$ cat config.mk
export PLATFORM = sky130hd
export DESIGN_NAME = fifo_rd_drain
export DESIGN_NICKNAME = d
export VERILOG_FILES = /design/src/rtl/fifo_rd_pkg.sv /design/src/rtl/fifo_rd_drain_skid.sv /design/src/rtl/fifo_rd_drain.sv
export SDC_FILE = /design/constraint.sdc
export NUM_CORES = 1
export LEC_CHECK = 0
export ABC_CLOCK_PERIOD_IN_PS = 4600
export CORE_MARGIN = 4
export CORE_UTILIZATION = 30
export DETAILED_ROUTE_END_ITERATION = 12
export SYNTH_ARGS = -nofsm -noshare
export SYNTH_HDL_FRONTEND = slang
export SYNTH_SLANG_ARGS = --single-unit
$ cat constraint.sdc
create_clock -name rclk -period 4.6 [get_ports rclk]
set_input_delay 1.15 -clock rclk [delete_from_list [all_inputs] [get_ports rclk]]
set_output_delay 1.15 -clock rclk [all_outputs]
set_load 0.03 [all_outputs]
$ cat src/rtl/fifo_rd_pkg.sv
// Shared types and constants for the async-FIFO read-side drain engine.
// Burst FSM states, default payload window and error-counter sizing.
package fifo_rd_pkg;

    typedef enum logic [1:0] {
        IDLE  = 2'd0,
        READ  = 2'd1,
        FLUSH = 2'd2,
        DONE  = 2'd3
    } rd_state_e;

    localparam int DEF_LO = 29;
    localparam int DEF_HI = 102;
    localparam int ERR_CW = 8;

    localparam logic [ERR_CW-1:0] ERR_MAX = '1;

    function automatic logic out_of_window(
        input logic [31:0] v,
        input logic [31:0] lo,
        input logic [31:0] hi
    );
        return (v < lo) || (v > hi);
    endfunction

endpackage

$ cat src/rtl/fifo_rd_drain_skid.sv
// Two-entry skid buffer between FIFO read data and the output stream.
// Count and pointers reset; payload storage is left uninitialised.
module rd_skid_buf #(
    parameter int DW = 8
) (
    input  logic          clk,
    input  logic          rst,
    input  logic          push,
    input  logic [DW-1:0] push_data,
    input  logic          pop,
    output logic [DW-1:0] head,
    output logic [1:0]    count
);

    logic [DW-1:0] mem_q [2];
    logic [DW-1:0] mem_d [2];
    logic          wr_ptr_q;
    logic          wr_ptr_d;
    logic          rd_ptr_q;
    logic          rd_ptr_d;
    logic [1:0]    cnt_q;
    logic [1:0]    cnt_d;
    logic          pop_ok;
    logic          push_ok;

    assign pop_ok  = pop & (cnt_q != 2'd0);
    assign push_ok = push & ((cnt_q != 2'd2) | pop_ok);

    always_comb begin
        mem_d    = mem_q;
        wr_ptr_d = wr_ptr_q;
        rd_ptr_d = rd_ptr_q;
        cnt_d    = cnt_q;
        if (push_ok) begin
            mem_d[wr_ptr_q] = push_data;
            wr_ptr_d        = ~wr_ptr_q;
        end
        if (pop_ok) begin
            rd_ptr_d = ~rd_ptr_q;
        end
        cnt_d = cnt_q + 2'(push_ok) - 2'(pop_ok);
    end

    always_ff @(posedge clk or posedge rst) begin
        if (rst) begin
            wr_ptr_q <= 1'b0;
            rd_ptr_q <= 1'b0;
            cnt_q    <= 2'd0;
        end else begin
            wr_ptr_q <= wr_ptr_d;
            rd_ptr_q <= rd_ptr_d;
            cnt_q    <= cnt_d;
        end
    end

    always_ff @(posedge clk) begin
        mem_q <= mem_d;
    end

    assign head  = mem_q[rd_ptr_q];
    assign count = cnt_q;

endmodule

$ cat src/rtl/fifo_rd_drain.sv
// Read-domain burst drain: pops N words from the async FIFO, range-checks
// each one and forwards it on a valid/ready stream through a skid buffer.
module fifo_rd_drain
    import fifo_rd_pkg::*;
#(
    parameter int DW  = 8,
    parameter int LO  = DEF_LO,
    parameter int HI  = DEF_HI,
    parameter int BLW = 8
) (
    input  logic           rclk,
    input  logic           rreset,
    input  logic           start,
    input  logic [BLW-1:0] burst_len,
    input  logic           err_clr,
    input  logic           rempty,
    output logic           re,
    input  logic [DW-1:0]  dataout,
    output logic           m_valid,
    output logic [DW-1:0]  m_data,
    input  logic           m_ready,
    output logic           busy,
    output logic           done,
    output logic           range_err,
    output logic [7:0]     err_cnt
);

    rd_state_e         state_q;
    rd_state_e         state_d;
    logic [BLW-1:0]    remaining_q;
    logic [BLW-1:0]    remaining_d;
    logic              rd_pending_q;
    logic              rd_pending_d;
    logic              busy_q;
    logic              busy_d;
    logic              done_q;
    logic              done_d;
    logic              range_err_q;
    logic              range_err_d;
    logic [ERR_CW-1:0] err_cnt_q;
    logic [ERR_CW-1:0] err_cnt_d;

    logic [1:0]        buf_cnt;
    logic [DW-1:0]     buf_head;
    logic              pop;
    logic              space_ok;
    logic              cap_bad;

    rd_skid_buf #(
        .DW(DW)
    ) u_buf (
        .clk       (rclk),
        .rst       (rreset),
        .push      (rd_pending_q),
        .push_data (dataout),
        .pop       (pop),
        .head      (buf_head),
        .count     (buf_cnt)
    );

    assign m_valid = (buf_cnt != 2'd0);
    assign pop     = m_valid & m_ready;
    assign m_data  = m_valid ? buf_head : '0;

    // Room for one more word once buffered and in-flight words are counted.
    assign space_ok = ({1'b0, buf_cnt} + {2'b00, rd_pending_q})
                    < (3'd2 + {2'b00, pop});

    assign cap_bad = rd_pending_q
                   & out_of_window(32'(dataout), 32'(LO), 32'(HI));

    always_comb begin
        state_d     = state_q;
        remaining_d = remaining_q;
        re          = 1'b0;
        unique case (state_q)
            IDLE: begin
                if (start) begin
                    if (burst_len != '0) begin
                        remaining_d = burst_len;
                        state_d     = READ;
                    end else begin
                        state_d = DONE;
                    end
                end
            end
            READ: begin
                re = !rempty && (remaining_q != '0) && space_ok;
                if (re) begin
                    remaining_d = remaining_q - BLW'(1);
                    if (remaining_q == BLW'(1)) begin
                        state_d = FLUSH;
                    end
                end
            end
            FLUSH: begin
                if (!rd_pending_q && (buf_cnt == 2'd0)) begin
                    state_d = DONE;
                end
            end
            DONE: begin
                state_d = IDLE;
            end
            default: begin
                state_d = IDLE;
            end
        endcase
    end

    always_comb begin
        rd_pending_d = re;
        busy_d       = (state_q == READ) || (state_q == FLUSH);
        done_d       = (state_q == DONE);
    end

    // A clear that coincides with a bad capture still records that capture.
    always_comb begin
        range_err_d = range_err_q;
        err_cnt_d   = err_cnt_q;
        if (err_clr) begin
            range_err_d = cap_bad;
            err_cnt_d   = cap_bad ? ERR_CW'(1) : '0;
        end else if (cap_bad) begin
            range_err_d = 1'b1;
            if (err_cnt_q != ERR_MAX) begin
                err_cnt_d = err_cnt_q + ERR_CW'(1);
            end
        end
    end

    always_ff @(posedge rclk or posedge rreset) begin
        if (rreset) begin
            state_q      <= IDLE;
            remaining_q  <= '0;
            rd_pending_q <= 1'b0;
            busy_q       <= 1'b0;
            done_q       <= 1'b0;
            range_err_q  <= 1'b0;
            err_cnt_q    <= '0;
        end else begin
            state_q      <= state_d;
            remaining_q  <= remaining_d;
            rd_pending_q <= rd_pending_d;
            busy_q       <= busy_d;
            done_q       <= done_d;
            range_err_q  <= range_err_d;
            err_cnt_q    <= err_cnt_d;
        end
    end

    assign busy      = busy_q;
    assign done      = done_q;
    assign range_err = range_err_q;
    assign err_cnt   = err_cnt_q;

endmodule

==> results.txt <==
- The run finished with clean final reports.
- Unrepaired setup endpoints after global routing: no
- Global-route met3 utilization: 2.72%
- Top Usage Layer GRT: met2
- Once detail routing completed, the nets flagged for antenna violations numbered 0.
- The floorplan has 31 rows.
- In this run the power density over the cells is 608 mW/mm2.
- The count of final hold-check violations is 0.
* Die Y-Extent: 94.2 um
- Sum of negative setup slack: 0 ps
- Yosys warning count: 0
- Global Route Usage Sum: 11.5%
- Start point of the worst hold path: u_buf.wr_ptr_q
* Pwr Total: 1.76 mW
* Distinct cells, synth: 44
* Antenna diodes: 0
- IR analysis of the VDD net gives a maximum drop of 199 uV.
* Synth-to-Final Area Change: 30.1%
- The clock period could shrink to 4260 ps.
- For hold timing, the worst endpoint is u_buf.wr_ptr_q.
- Area of the core: 0.00725 mm2
* Number of hold-repair buffers added at the cts stage: 0
* Post_cts resized: 0
- Clk root buf: sky130_fd_sc_hd__clkbuf_8
- Fillcell total: 729
* CTS tree: built
- Least-Margin Pin Slew: 1040 ps
- By instance count, the cell type seen most on the critical path is sky130_fd_sc_hd__clkdlybuf4s50_1.
- Setup slack of the worst register-to-register path: 2480 ps
* Global-route wire length before repair: 8100 um
* Number of H-tree levels: 2
* Vias per Instance: 4.89
- For the worst setup path, the data required time is 3450 ps.
- WHS: 500 ps
- Max incr delay on CP: 750 ps
- Layout net count: 291
* Critical path launch point type: primary input
* Share of layout cells above drive strength 1: 6.20%
* Worst Reg2Reg Path Length in Cells: 6
* Post-CTS setup repair buffer count: 0
- Maximum Capacitance Violations: 0
* Sequential share of the synthesized area: 50.8%
* Top-Level Pins: 43
- Master of the slowest instance on the critical path: sky130_fd_sc_hd__clkdlybuf4s50_1
- Mean routed wirelength per cell: 13.7 um
* Final Cycle Share: 92.7%
- Number of standard cells after synthesis: 212
* Count of placed standard cells including taps: 349
- Of all nets on the critical path, the largest fanout is 4.
* Placed wire-length estimate after detailed placement: 3560 um
- Summed over all cells, the static leakage comes to 1.13 nW.
- Cell Chain, Critical Path: clkdlybuf4s50_1 -> o21ai_2 -> o21a_1 -> nor4b_1 -> clkdlybuf4s50_1
- Count of port buffers added during placement: 42
- The number of antenna violations at the first check in global routing is 0.
- Detailed Route WL: 4880 um
- The die covers 0.00887 mm2.
- Global routing used 15.2% of the available met1 tracks.
- In this run, synthesis produced a sequential element count of 42.
- The worst setup path is of the primary input to output pin kind.
* Netlist area before placement: 0.00223 mm2
* Highest attainable clock frequency: 235 MHz
- Starting density of the core: 30.7%
- Counting instances, the worst hold path has a depth of 1.
- GR met2 Demand/Resource: 18.4%
* Number of global-route vias before repair: 1680
- Max Slew Vio Count: 0
- Total number of vias: 1745
- Proportion of register bits with asynchronous set or reset after synthesis: 61.9%
- Measured against its own limit, the worst slew margin works out to 30.4%.
- Remaining DRCs: 0
* Gr ovfl total: 0
- Clock tree synthesis inserted a total of 5 buffers.
- Category of the worst setup path capture point: output pin
- The count of cells in the finished layout, fillers not included, comes to 357.
- At the worst endpoint, the arrival time is 3110 ps.
* RR Endpoint: remaining_q[7]
- Startpoint of the lowest-slack register-to-register path: rd_pending_q
- The number of nets handed over by synthesis was 246.
- DIE WIDTH: 94.2 um
- Yosys mapped a number of flops with a built-in enable equal to 16.
- Top FF cell, synth: sky130_fd_sc_hd__dfrtp_1
- CTS clk-pin slew, worst paths: 90 ps
- At the end of the flow the core is filled with cells to 40.0%.
* Pin count of the biggest net entering global routing: 27
* Clock latency at the later pin of the worst-skew pair: 290 ps
- After synthesis, the mean cell area works out to 10.5 um2.
- Final Setup Violations: 0
* Count of routing violations after the opening detailed-route iteration: 64
- Counting along the longest clock path gives a buffer depth of 2.
* First-pass detailed-route iteration total: 4
* Kind of path behind the tightest hold check: register to register
- Last weighted congestion value of the routability-driven placer: 0.821
* Clk sink count: 42
- Clock skew on the completed layout was measured at 4.31 ps.
[metal layers]
layer,vias to the layer above,routed length [um]
li1,872,-
met1,837,2360
met2,29,2280
met3,7,171
met4,0,74
met5,-,0
[power by group]
part / total, mW / leakage, nW / internal (mW) / switching [mW]
registers: 0.598 / 0.474 / 0.495 / 0.103
clock network: 0.353 / 0.0683 / 0.218 / 0.136
logic: 0.809 / 0.588 / 0.341 / 0.468
[per-stage QoR]
step,setup slack (ps),instance area [um2]
final,336,2900
after CTS,319,2900
after floorplan,892,2230
after global routing,277,2900
after detailed placement,329,2760
after global placement,352,2760
[synthesized netlist by cell type (2+ instances only)]
cell type                  number  area [um2]
sky130_fd_sc_hd__o31ai_1        5        37.5
sky130_fd_sc_hd__ha_1          12         150
sky130_fd_sc_hd__nor4_1         2        12.5
sky130_fd_sc_hd__inv_1         17        63.8
sky130_fd_sc_hd__nand4_1        2        12.5
sky130_fd_sc_hd__o21ai_1        6        30.0
sky130_fd_sc_hd__or3_1          4        25.0
sky130_fd_sc_hd__o21a_1         2        15.0
sky130_fd_sc_hd__nor2_1        19        71.3
sky130_fd_sc_hd__nand2b_1       2        12.5
sky130_fd_sc_hd__nand2_1       14        52.6
sky130_fd_sc_hd__o21ai_0        4        20.0
sky130_fd_sc_hd__a21oi_1       13        65.1
sky130_fd_sc_hd__o22ai_1        3        18.8
sky130_fd_sc_hd__edfxtp_1      16         480
sky130_fd_sc_hd__xnor2_1        4        35.0
sky130_fd_sc_hd__and2_1         2        12.5
sky130_fd_sc_hd__o221ai_1       2        17.5
sky130_fd_sc_hd__a22oi_1        2        15.0
sky130_fd_sc_hd__nand3_1        8        40.0
sky130_fd_sc_hd__dfrtp_1       26         651
sky130_fd_sc_hd__or4_1          3        22.5
sky130_fd_sc_hd__mux2i_1       11         110
sky130_fd_sc_hd__nor4b_1        2        17.5
sky130_fd_sc_hd__o211ai_1       3        22.5
sky130_fd_sc_hd__nor3_1         5        25.0
sky130_fd_sc_hd__o41ai_1        2        17.5
sky130_fd_sc_hd__clkbuf_1       5        18.8
[how the worst max path moves through the flow]
stage          endpoint     from  cells after the start  slack (ps)
6_report             re  m_ready                      5         340
5_1_grt              re  m_ready                      5         280
4_1_cts              re  m_ready                      5         320
3_5_place_dp         re  m_ready                      5         330
3_3_place_gp         re  m_ready                      5         350
2_1_floorplan        re   rempty                      2         890
[cell usage in the layout, fill, tap and decap left out, types with 3 or more instances in the layout]
master                            Yosys  routed
sky130_fd_sc_hd__a21oi_1             13      13
sky130_fd_sc_hd__clkbuf_8             0       5
sky130_fd_sc_hd__clkdlybuf4s50_1      0      42
sky130_fd_sc_hd__dfrtp_1             26      26
sky130_fd_sc_hd__edfxtp_1            16      16
sky130_fd_sc_hd__ha_1                12      12
sky130_fd_sc_hd__inv_1               17      17
sky130_fd_sc_hd__mux2i_1             11      11
sky130_fd_sc_hd__nand2_1             14      14
sky130_fd_sc_hd__nand3_1              8       8
sky130_fd_sc_hd__nor2_1              19      19
sky130_fd_sc_hd__nor3_1               5       5
sky130_fd_sc_hd__o211ai_1             3       3
sky130_fd_sc_hd__o21ai_0              4       4
sky130_fd_sc_hd__o21ai_1              6       6
sky130_fd_sc_hd__o22ai_1              3       3
sky130_fd_sc_hd__o31ai_1              5       5
sky130_fd_sc_hd__or3_1                4       4
sky130_fd_sc_hd__or4_1                3       3
sky130_fd_sc_hd__xnor2_1              4       4
[critical path, delay by kind of cell]
kind                   cells  cell delay (ps)
and+or+nand+nor            1              410
AOI/OAI and AO/OA          2              300
buffers and inverters      2             1260
[cell families after synthesis]
logic type,Yosys count,synth area share [%]
AND/OR/NAND/NOR,69,16.0
AO/OA/AOI/OAI,50,15.6
flip-flops,42,50.8
adder cells (fa/ha/maj),12,6.74
XOR/XNOR,4,1.57
buffers and inverters,23,3.88
multiplexers,12,5.45
[flip-flops by register name (all words and copies together) (netlist names)]
| register | cells |
|---|---|
| u_buf.mem_q | 16 |
| err_cnt | 8 |
| remaining_q | 8 |
| state_q | 2 |
| u_buf.count | 2 |
| busy | 1 |
| done | 1 |
| range_err | 1 |
| rd_pending_q | 1 |
| u_buf.rd_ptr_q | 1 |
| u_buf.wr_ptr_q | 1 |
[cell type report]
class	instances	area [um2]	area share, %
flip-flops and latches	42	1130	39.0
clock buffers	5	68.8	2.37
well taps	99	124	4.27
inverters	18	67.6	2.33
repair buffers	43	428	14.8
multi-input cells	147	1010	34.8
clock inverters	3	68.8	2.37
Note: power is estimated with default switching activity, not from simulation.
